--- src/rtl/mod_counter.sv ---
// mod_counter: modulo up/down event counter with prescaler, load/clear,
// wrap or saturate at the bounds, terminal-count pulse and sticky overflow.
module mod_counter #(
  parameter int unsigned     WIDTH    = 8,
  parameter longint unsigned MAX_VAL  = (64'd1 << WIDTH) - 64'd1,
  parameter int unsigned     PRESCALE = 1,
  parameter bit              SATURATE = 1'b0
) (
  input  logic             clk,
  input  logic             reset,
  input  logic             enable,
  input  logic             clear,
  input  logic             load,
  input  logic [WIDTH-1:0] load_val,
  input  logic             dir,
  input  logic             ovf_clr,
  output logic [WIDTH-1:0] out,
  output logic             tc,
  output logic             ovf
);

  localparam int unsigned EXT_W = WIDTH + 1;
  localparam int unsigned PSC_W = (PRESCALE > 1) ? $clog2(PRESCALE) : 1;

  localparam logic [EXT_W-1:0] MAX_EXT  = EXT_W'(MAX_VAL);
  localparam logic [WIDTH-1:0] MAX_W    = WIDTH'(MAX_VAL);
  localparam logic [PSC_W-1:0] PSC_LAST = PSC_W'(PRESCALE - 1);

  logic [PSC_W-1:0] psc;
  logic [PSC_W-1:0] psc_nxt;
  logic [WIDTH-1:0] out_nxt;
  logic             tc_nxt;
  logic             ovf_nxt;
  logic             ovf_set;
  logic             step;
  logic [EXT_W-1:0] out_ext;
  logic [EXT_W-1:0] load_ext;

  // Compare at WIDTH+1 bits so MAX_VAL at the top of the range behaves.
  assign out_ext  = {1'b0, out};
  assign load_ext = {1'b0, load_val};

  // Next-state: clear > load > step > hold; reset is applied in the register.
  always_comb begin
    out_nxt = out;
    psc_nxt = psc;
    tc_nxt  = 1'b0;
    ovf_set = 1'b0;
    step    = 1'b0;

    if (clear) begin
      out_nxt = '0;
      psc_nxt = '0;
    end else if (load) begin
      out_nxt = (load_ext > MAX_EXT) ? MAX_W : load_val;
      psc_nxt = '0;
    end else if (enable) begin
      if (psc == PSC_LAST) begin
        psc_nxt = '0;
        step    = 1'b1;
      end else begin
        psc_nxt = psc + PSC_W'(1);
      end
    end

    if (step) begin
      if (dir) begin
        if (out_ext < MAX_EXT) begin
          out_nxt = out + WIDTH'(1);
        end else begin
          ovf_set = 1'b1;
          if (!SATURATE) begin
            out_nxt = '0;
            tc_nxt  = 1'b1;
          end
        end
      end else begin
        if (out_ext != '0) begin
          out_nxt = out - WIDTH'(1);
        end else begin
          ovf_set = 1'b1;
          if (!SATURATE) begin
            out_nxt = MAX_W;
            tc_nxt  = 1'b1;
          end
        end
      end
    end

    // A new overflow event outranks a simultaneous clear request.
    if (ovf_set) begin
      ovf_nxt = 1'b1;
    end else if (ovf_clr) begin
      ovf_nxt = 1'b0;
    end else begin
      ovf_nxt = ovf;
    end
  end

  // State and output registers with synchronous reset.
  always_ff @(posedge clk) begin
    if (reset) begin
      out <= '0;
      psc <= '0;
      tc  <= 1'b0;
      ovf <= 1'b0;
    end else begin
      out <= out_nxt;
      psc <= psc_nxt;
      tc  <= tc_nxt;
      ovf <= ovf_nxt;
    end
  end

endmodule

--- config.mk ---
export PLATFORM = sky130hd
export DESIGN_NAME = mod_counter
export DESIGN_NICKNAME = d
export VERILOG_FILES = /design/src/rtl/mod_counter.sv
export SDC_FILE = /design/constraint.sdc
export NUM_CORES = 1
export LEC_CHECK = 0
export ABC_AREA = 0
export CORE_ASPECT_RATIO = 1.75
export CORE_MARGIN = 5
export CORE_UTILIZATION = 32
export DETAILED_ROUTE_END_ITERATION = 12
export SLEW_MARGIN = 30
export SYNTH_ARGS = -nofsm -noshare
export SYNTH_HDL_FRONTEND = slang
export SYNTH_SLANG_ARGS = --single-unit
--- constraint.sdc ---
create_clock -name clk -period 4.05 [get_ports clk]
set_input_delay 0.81 -clock clk [delete_from_list [all_inputs] [get_ports clk]]
set_output_delay 0.81 -clock clk [all_outputs]
set_load 0.01 [all_outputs]
# Word level (Yosys, flattened, before mapping)
# Cells that the tools add are included.
totals:
  reg_bits: 11
  in_bits: 15
op_classes:
  addsub: 3
  order_cmp: 2
  n_mux: 18
  n_reduce_logical: 4
op_table:
  columns: ["cell", "count"]
  rows:
  - ["$mux W8", 7]
  - ["$mux W1", 11]
  - ["$reduce_bool A9 Y1", 1]
  - ["$add A8 B1 Y8 const B", 1]
  - ["$gt A8 B8 Y1 const B", 1]
  - ["$lt A8 B8 Y1 const B", 1]
  - ["$sub A8 B1 Y8 const B", 1]
  - ["$reduce_bool A3 Y1", 1]
  - ["$reduce_or A3 Y1", 1]
  - ["$reduce_bool A2 Y1", 1]
  - ["$add A1 B1 Y1 const B", 1]

# Longest topological paths before layout
# Gate-level depths: netlist (run 1).
logic_depth:
  word_depth: 6
  mapped_depth: 7

# Worst setup path before layout (run 1)
# OpenSTA, ideal clock, no wires.
synth_timing:
  path_type: "reg-to-reg"
  from: "reg out[0]"
  to: "reg out[4]"
  arrival_ns: 1.795
  required_ns: 3.933
  path_slack_ns: 2.137
  path_stages_with_launch: 8
  period_less_slack_ns: 1.913
  path_cell_list: "dfxtp_1 -> clkbuf_1 -> inv_1 -> ha_1 -> or3b_2 -> nor2_1 -> or3_1 -> a32o_1"
synth_between:
  elab_chain_len: 4
  elab_cells_between_ends: 8
  cone_classes: "add/sub: 2; order compare: 1; mux: 4; reduce/logical: 1"
synth_lines:
  columns: ["element", "line", "source"]
  rows:
  - ["start: declaration", "17", "output logic [WIDTH-1:0] out,"]
  - ["start signal: assignment", "108", "out <= out_nxt;"]
  - ["$sub A8 B1 Y8 (tied with other cells)", "79", "out_nxt = out - WIDTH'(1);"]
  - ["$mux W8, on equally long branches", "78, 68", null]
  - ["$mux W8 *", "67", "if (dir) begin"]
  - ["$mux W8 *", "66", "if (step) begin"]
# Mark *: on every way between the ends. The rest lies on a longest branch, timed or not.
# A chain may end at the register's enable or synchronous reset.

# Final worst setup path (run 1)
layout_timing:
  from: "in load"
  to: "reg out[6]"
layout_between:
  elab_chain_len: 3
  elab_cells_between_ends: 4
  cone_classes: "mux: 3; reduce/logical: 1"
layout_lines:
  columns: ["element", "line", "source"]
  rows:
  - ["start: declaration", "13", "input logic load,"]
  - ["$mux W1", "54", "end else if (load) begin"]
  - ["$mux W1", "51", "if (clear) begin"]
  - ["$reduce_bool A3 Y1 (no source line) or $mux W8 (tied branches)", null, null]
# Parallel ways exist; a longest one is shown, timed or not.

==> run metrics, run 1 <==
status finished clean; share of synthesized area occupied by flip-flops and latches around 22%; required time worst endpoint 4.20 ns; leading area contributor after synthesis sky130_fd_sc_hd__dfxtp_1; Post-Layout Inst Area 1160 µm²; number of buffer and inverter stages on the critical path 1; reported leakage power 0.420 nW; chain of cells forming the critical path clkdlybuf4s50_1, nor3b_2, nor2b_1, o31ai_1, o32ai_1; share of post-route cells with drive strength above 1 7.19%; Placement Rows 25; via count ~1000; top cells by area in the synthesized netlist sky130_fd_sc_hd__dfxtp_1 22%, sky130_fd_sc_hd__nor3_1 5.0%, sky130_fd_sc_hd__clkbuf_1 4.2%, sky130_fd_sc_hd__ha_1 4.2%, sky130_fd_sc_hd__xor2_1 3.9%; FF+latch count, synth 10; slowest cell on the critical path sky130_fd_sc_hd__clkdlybuf4s50_1; diodes inserted 0; grt total ovfl 0; number of nets with antenna violations after detailed routing 0; Post-Route Setup TNS 0 ns; total global-route track usage 14.3%; YS warnings 0; EDFF count, synth 0; fraction of post-synthesis cell area in the top cell type by area 22.3%; async set-or-reset flop fraction in the synthesized netlist 0%; Fill cells 283; cell area power density 281 nW/µm²; critical path data arrival time ~2.6 ns; final setup skew between 0.006 and 0.007 ns; Synth Net Count 141; final routed wire length divided by cell count 16.8 µm; Skew-Pair Late Insertion Delay 0.24 ns; count of cells resized by post-cts repair 0; quantity of I/O buffers inserted on ports 24; final standard cell count with taps included and fillers excluded 166; number of violations of the max-capacitance limit 0; class of the tightest hold or removal check reg2reg; path type of the worst setup path in2reg; CP max FO 17; top post-synthesis cells by count 10 x sky130_fd_sc_hd__clkbuf_1, 10 x sky130_fd_sc_hd__dfxtp_1, 9 x sky130_fd_sc_hd__nand2_1, 9 x sky130_fd_sc_hd__nor3_1; f_max 410 MHz; Area Overhead vs Synth 30.0%; number of hold-slack violations in the final timing report 0; Chip Width 50.0 µm; Primary FF master, synth sky130_fd_sc_hd__dfxtp_1; Final GP Congestion approximately 0.85; highest cell delay on the worst timing path around 0.67 ns; number of buffers created by CTS 3; total count of max-transition violations in the final report 0; area enclosed by the die boundary 4000 µm²; post-CTS setup buffer count 0; detailed-route wire length 2.78 mm; launching element type of the critical path input port; clock tree from TritonCTS done; number of sinks handled by clock tree synthesis 10; hold-fix buffers at CTS 0; headroom to the max-slew limit 63.1%; Period Utilization, post-route 60.3%; Detailed Routing Iterations Pass 1 5; vertical die dimension between 70 and 80 µm; count of different cell masters after synthesis 42; Reg clk slew, reported paths 0.05 ns; unrepaired setup endpoints after global routing no; Total Nets Final 158; HPWL after detailed placement between 2 and 2.5 mm; # placed instances approximately 160; worst-margin pin slew 0.546 ns; Tot Pwr 0.327 mW; ratio of routed vias to standard cells 6.06; final core utilization 43.3%; top cell family by delay on the critical path simple AND/OR/NAND/NOR gates; register area 200 µm²; Setup violations, final 0; Worst VDD drop 0.132 mV; drt initial violations 67; Cell Area, Synth between 800 and 900 µm²; category of the worst setup path capture point flip-flop; initial cell density of the core 33.3%; Post-Syn Instances 123; maximum number of pins on one net before global-route repair 18; Avg Inst Size Synth 7.28 µm²; multi-input gate area in the final layout 609 µm²; H-tree lvl count 1; wire length of the first global-routing pass 4.53 mm; root buf cell sky130_fd_sc_hd__clkbuf_8; final critical delay including setup and external delays 2.44 ns; Std-Cell Core Area 2690 µm²; Bufs on Longest Clock Path 2; cell area after placement 1110 µm²; vias in the first global route 949; Top Ports 25; number of remaining DRC errors 0; number of antenna violations at the first check in global routing 0
-- final timing paths --
check	from	slack, ns	cells after the start	end
max	load	1.61	5	out[6]$_SDFFE_PP0P_
min	ovf$_SDFFE_PP0P_	0.48	2	ovf$_SDFFE_PP0P_
max reg2reg	out[0]$_SDFFE_PP0P_	1.99	6	out[4]$_SDFFE_PP0P_
min reg2reg	ovf$_SDFFE_PP0P_	0.48	2	ovf$_SDFFE_PP0P_
-- final cells by class --
class | instances | area share [%]
flip-flops and latches | 10 | 17.2
clock buffers | 4 | 4.73
repair buffers | 24 | 20.6
multi-input cells | 94 | 52.3
well taps | 27 | 2.90
inverters | 7 | 2.26
-- stage by stage --
stage	setup slack [ns]	hold WS, ns
3_3_place_gp	1.43	0.464
2_1_floorplan	2.14	0.493
3_5_place_dp	1.39	0.481
6_report	1.61	0.482
5_1_grt	1.48	0.528
4_1_cts	1.63	0.491
-- logic make-up after synthesis --
logic type               synth area share [%]
multiplexers                             1.12
buffers and inverters                    9.64
adder cells (fa/ha/maj)                  4.19
XOR/XNOR                                 4.89
AO/OA/AOI/OAI                            25.7
AND/OR/NAND/NOR                          32.1
flip-flops                               22.3
-- power breakdown --
| group | leakage [nW] | switching (mW) | total (mW) | internal, mW |
|---|---|---|---|---|
| registers | 0.0817 | 0.0128 | 0.116 | 0.103 |
| logic | 0.310 | 0.0396 | 0.0819 | 0.0423 |
| clock network | 0.0288 | 0.0434 | 0.129 | 0.0858 |
| total | 0.420 | 0.0959 | 0.327 | 0.231 |
-- layout by cell type, fill, tap and decap left out, types with 2 or more instances in the layout --
cell / instances
sky130_fd_sc_hd__xor2_1: 4
sky130_fd_sc_hd__nor2_1: 7
sky130_fd_sc_hd__or3_1: 2
sky130_fd_sc_hd__nand2_1: 9
sky130_fd_sc_hd__dfxtp_1: 10
sky130_fd_sc_hd__a31oi_1: 3
sky130_fd_sc_hd__nand2b_1: 4
sky130_fd_sc_hd__clkdlybuf4s50_1: 24
sky130_fd_sc_hd__o21ai_0: 3
sky130_fd_sc_hd__nand3_1: 5
sky130_fd_sc_hd__or2_2: 3
sky130_fd_sc_hd__clkbuf_8: 4
sky130_fd_sc_hd__o21a_1: 2
sky130_fd_sc_hd__a21oi_1: 6
sky130_fd_sc_hd__nor3_1: 9
sky130_fd_sc_hd__nand4_1: 4
sky130_fd_sc_hd__o21ai_1: 2
sky130_fd_sc_hd__o31ai_1: 4
sky130_fd_sc_hd__nor3b_1: 2
sky130_fd_sc_hd__inv_1: 7
sky130_fd_sc_hd__ha_1: 3
sky130_fd_sc_hd__o211ai_1: 2
-- sequential cells by signal, summed over array words and instances, names as in the netlist --
register / cells
tc: 1
ovf: 1
out: 8
-- routing by layer --
metal / global-route usage (%) / share of wire [%] / vias to the layer above
met5: 0 / 0 / -
met4: 7.87 / 4.2 / 0
met1: 15.4 / 38 / 474
met3: 2.99 / 4.9 / 12
met2: 24.8 / 53 / 40
li1: - / - / 480
-- tightest hold or removal path: cells and delay by family, from the launching register on --
family           cells  cell delay [ns]
flip-flops           1             0.31
AO/OA/AOI/OAI        1             0.06
AND/OR/NAND/NOR      1             0.07
Power figures use the tool's default switching activity.
==> run 2, diff against run 1 <==
==> constraint.sdc (replaced) <==
create_clock -name clk -period 2.5 [get_ports clk]
set_input_delay 0.5 -clock clk [delete_from_list [all_inputs] [get_ports clk]]
set_output_delay 0.5 -clock clk [all_outputs]
set_load 0.01 [all_outputs]
==> run metrics, run 2 (synthesis gave the netlist of run 1 again) <==
reported net switching power 0.154 mW; final standard cell count with taps included and fillers excluded 172; registers with the most flip-flops out (8), ovf (1), tc (1); chain of cells forming the critical path clkdlybuf4s50_1; worst-margin pin slew roughly 0.53 ns; wire length of the first global-routing pass between 4 and 5 mm; count of cells resized by post-cts repair 0; status finished clean; multi-input gate area in the final layout about 610 µm²; Skew-Pair Late Insertion Delay between 0.2 and 0.25 ns; GRT busiest layer met2; total global-route track usage 14.9%; CP max FO 10; required time worst endpoint about 2 ns; worst slack at placement 0.410 ns; hold-fix buffers at CTS 0; post-CTS setup buffer count 0; Fill cells between 200 and 300; flip-flop count of the largest register after layout 8; drt initial violations 57; top cell family by delay on the critical path buffers and inverters; Total Nets Final ~160; Final GP Congestion 0.905; diodes inserted 0; share of post-route cells with drive strength above 1 roughly 11%; critical path data arrival time 1.42 ns; vias in the first global route 982; initial cell density of the core 33.3%; quantity of I/O buffers inserted on ports 24; Post-Route Setup TNS 0 ns; headroom to the max-slew limit 64.5%; Tot Pwr 0.534 mW; Setup violations, final 0; Detailed Routing Iterations Pass 1 4; cell area power density between 400 and 500 nW/µm²; final routed wire length divided by cell count 16.4 µm; total count of max-transition violations in the final report 0; launching element type of the critical path flip-flop; most frequent cells in the layout 24 x sky130_fd_sc_hd__clkdlybuf4s50_1, 10 x sky130_fd_sc_hd__dfxtp_1, 9 x sky130_fd_sc_hd__nor3_1, 9 x sky130_fd_sc_hd__nand2_1; unrepaired setup endpoints after global routing no; met2 global-route usage 23.8%; met3 GRT Util ~2.2%; highest cell delay on the worst timing path 0.62 ns; number of antenna violations at the first check in global routing 0; Worst R2R Setup Slack 0.70 ns; f_max 521 MHz; reported leakage power 0.450 nW; total internal power 0.380 mW; final critical delay including setup and external delays 1.92 ns; number of violations of the max-capacitance limit 0; final setup skew 0.00396 ns; class of the tightest hold or removal check reg2reg; largest register by flop count out; Bufs on Longest Clock Path 2; Reg clk slew, reported paths 0.05 ns; register area 200 µm²; number of buffers created by CTS 3; HPWL after detailed placement 2.19 mm; vertical die dimension 80.0 µm; via count 1042; number of remaining DRC errors 0; slowest cell on the critical path sky130_fd_sc_hd__clkdlybuf4s50_1; number of nets with antenna violations after detailed routing 0; proportion of total power due to net switching 28.8%; share of total power in sequential cells about a third; ratio of routed vias to standard cells 6.06; maximum number of pins on one net before global-route repair 13; Period Utilization, post-route approximately three quarters; detailed-route wire length 2.83 mm; worst setup slack after layout 0.582 ns; # placed instances 168; path type of the worst setup path reg2out; root buf cell sky130_fd_sc_hd__clkbuf_8; H-tree lvl count 1; clock tree from TritonCTS done; GR met1 Demand/Resource 16.4%; grt total ovfl 0; area enclosed by the die boundary 4000 µm²; most common library cell in the layout ignoring fill and taps sky130_fd_sc_hd__clkdlybuf4s50_1; Clock power frac 38.9%; Std-Cell Core Area 2690 µm²; Worst VDD drop approximately 0.33 mV; Top Ports 25; Chip Width 50.0 µm; part of the total power dissipated in combinational logic 27.1%; number of hold-slack violations in the final timing report 0; Placement Rows 25; category of the worst setup path capture point primary output; Area Overhead vs Synth 35.1%; number of buffer and inverter stages on the critical path 1; number of sinks handled by clock tree synthesis 10
[run 2: changes by cell type in the layout (fill, tap and decap cells not counted), sizes merged]
cell / delta
buf: +6
[run 2: worst paths after layout]
check                            from  cells past startpoint                  end
hold reg to reg      ovf$_SDFFE_PP0P_                      2     ovf$_SDFFE_PP0P_
setup / recovery  out[3]$_SDFFE_PP0P_                      1               out[3]
hold / removal       ovf$_SDFFE_PP0P_                      2     ovf$_SDFFE_PP0P_
setup reg to reg  out[0]$_SDFFE_PP0P_                      6  out[0]$_SDFFE_PP0P_
[run 2: cell type report]
type	instances	area share, %
clock buffer	4	4.55
sequential	10	16.5
tap	27	2.79
multi-input combinational	94	50.4
timing repair buffer	30	23.6
inverter	7	2.17
[run 2: power groups by stage]
stage               registers [mW]  clock network [mW]  logic (mW)
global placement             0.184                   0       0.142
finish                       0.181               0.208       0.145
detailed placement           0.184                   0       0.143
global route                 0.183               0.221       0.156
floorplan                    0.178                   0      0.0920
CTS                          0.181               0.209       0.144
[run 2: metal layers]
layer  vias to the layer above  wire length (µm)  part of all wire, %
met4                         0               180                  6.4
met3                        14               157                  5.6
met2                        47              1460                   52
met5                         -                 0                    0
met1                       485              1030                   36
li1                        496                 -                    -
[run 2: worst reg2reg max path: cells and delay by family, from the launching register on]
| family | cells | cell delay [ns] |
|---|---|---|
| simple gates | 2 | 0.68 |
| compound gates | 2 | 0.45 |
| flops | 1 | 0.31 |
| fa+ha+maj | 1 | 0.18 |
| buf+inv | 1 | 0.11 |
[run 2: stage by stage]
stage                     hold slack (ns)  util (%)  cell area (µm²)
final                               0.467      45.0             1210
after global routing                0.493      45.0             1210
after CTS                           0.471      45.0             1210
after detailed placement            0.463      42.9             1150
after global placement              0.466      42.9             1150
after floorplan                     0.493         -              896
==> run 3, diff against run 2 <==
==> constraint.sdc (replaced) <==
create_clock -name clk -period 1.9 [get_ports clk]
set_input_delay 0.38 -clock clk [delete_from_list [all_inputs] [get_ports clk]]
set_output_delay 0.38 -clock clk [all_outputs]
set_load 0.01 [all_outputs]
==> run metrics, run 3 (synthesis gave the netlist of run 1 again) <==
vertical die dimension around 80 µm; Post-Layout Inst Area 1280 µm²; unrepaired setup endpoints after global routing no; most frequent cells in the layout 24 x sky130_fd_sc_hd__clkdlybuf4s50_1, 15 x sky130_fd_sc_hd__buf_4, 10 x sky130_fd_sc_hd__dfxtp_1, 9 x sky130_fd_sc_hd__nor3_1, 9 x sky130_fd_sc_hd__nand2_1; root buf cell sky130_fd_sc_hd__clkbuf_8; H-tree lvl count 1; slowest cell on the critical path sky130_fd_sc_hd__clkdlybuf4s50_1; category of the worst setup path capture point primary output; number of remaining DRC errors 0; number of buffers created by CTS 3; Worst VDD drop slightly above 0.4 mV; number of hold-slack violations in the final timing report 0; number of antenna violations at the first check in global routing 0; Reg clk slew, reported paths around 0.050 ns; number of nets with antenna violations after detailed routing 0; Placement Rows 25; Final Hold Slack 0.472 ns; Final GP Congestion a little under 1; top cell family by delay on the critical path buffers and inverters; CP max FO 10; initial cell density of the core roughly a third; vias in the first global route between 1000 and 1500; worst-margin pin slew around 0.42 ns; total count of max-transition violations in the final report 0; cell area power density 560 nW/µm²; registers with the most flip-flops out (8), ovf (1), tc (1); Total Nets Final 173; reported leakage power 0.495 nW; Bufs on Longest Clock Path 2; number of sinks handled by clock tree synthesis 10; launching element type of the critical path flip-flop; Top Ports 25; Area Overhead vs Synth 42.6%; highest cell delay on the worst timing path between 0.6 and 0.7 ns; via count 1066; maximum number of pins on one net before global-route repair 11; status finished clean; class of the tightest hold or removal check reg2reg; register area 200 µm²; ratio of routed vias to standard cells slightly below 6; hold-fix buffers at CTS 0; final setup skew 0.00231 ns; wire length of the first global-routing pass 5.09 mm; quantity of I/O buffers inserted on ports 24; HPWL after detailed placement about 2.4 mm; most common library cell in the layout ignoring fill and taps sky130_fd_sc_hd__clkdlybuf4s50_1; Period Utilization, post-route between 90% and 100%; Skew-Pair Late Insertion Delay 0.24 ns; Detailed Routing Iterations Pass 1 4; critical path data arrival time 1.43 ns; clock tree from TritonCTS done; count of cells resized by post-cts repair 0; total global-route track usage between 15 and 20%; cell area after placement 1220 µm²; number of violations of the max-capacitance limit 0; diodes inserted 0; Post-Route Setup TNS 0 ns; headroom to the max-slew limit 72.1%; flip-flop count of the largest register after layout 8; met3 GRT Util 4.11%; chain of cells forming the critical path clkdlybuf4s50_1; Chip Width 50.0 µm; GR met1 Demand/Resource roughly 16%; share of post-route cells with drive strength above 1 between 15 and 20%; largest register by flop count out; number of buffer and inverter stages on the critical path 1; Fill cells around 260; detailed-route wire length 2.98 mm; required time worst endpoint 1.52 ns; area enclosed by the die boundary 4000 µm²; met2 global-route usage roughly 30%; Setup violations, final 0; GRT busiest layer met2; drt initial violations 47; f_max 553 MHz; grt total ovfl 0; post-CTS setup buffer count 0; final critical delay including setup and external delays 1.81 ns; final routed wire length divided by cell count approximately 16 µm; multi-input gate area in the final layout 609 µm²; path type of the worst setup path reg2out; Std-Cell Core Area 2690 µm²
## run 3: cell types whose count changed in the layout (fill, tap and decap cells not counted), sizes merged
| cell | previous run | this run |
|---|---|---|
| buf | 6 | 15 |
## run 3: layout make-up
type,instances,area share [%]
timing repair buffer,39,27.6
multi-input combinational,94,47.7
inverter,7,2.06
sequential,10,15.7
tap,27,2.64
clock buffer,4,4.31
## run 3: report_power, final
group | total [mW] | internal [mW] | switching, mW
Clock | 0.269 | 0.182 | 0.0862
Combinational | 0.213 | 0.108 | 0.104
Sequential | 0.234 | 0.220 | 0.0138
Total | 0.715 | 0.510 | 0.204
## run 3: final timing paths
| check | from | endpoint | slack, ns | cells after the start |
|---|---|---|---|---|
| max | out[3]$_SDFFE_PP0P_ | out[3] | 0.09 | 1 |
| max reg2reg | out[1]$_SDFFE_PP0P_ | out[3]$_SDFFE_PP0P_ | 0.09 | 6 |
| min | ovf$_SDFFE_PP0P_ | ovf$_SDFFE_PP0P_ | 0.47 | 2 |
| min reg2reg | ovf$_SDFFE_PP0P_ | ovf$_SDFFE_PP0P_ | 0.47 | 2 |
## run 3: per-layer routing
metal	vias to the layer above	wire, µm
met3	12	127
met4	0	121
met2	45	1690
met5	-	0
li1	513	-
met1	496	1030
## run 3: metrics by stage
stage                     power [mW]  utilization [%]  worst slack (ns)  instances
final                          0.715             47.5            0.0901        181
after global placement         0.447             45.4          -0.00424        177
after floorplan                0.356                -            0.0356        123
after CTS                      0.721             47.5            0.0693        181
after detailed placement       0.449             45.4           0.00990        177
after global routing           0.759             47.5           0.00710        181
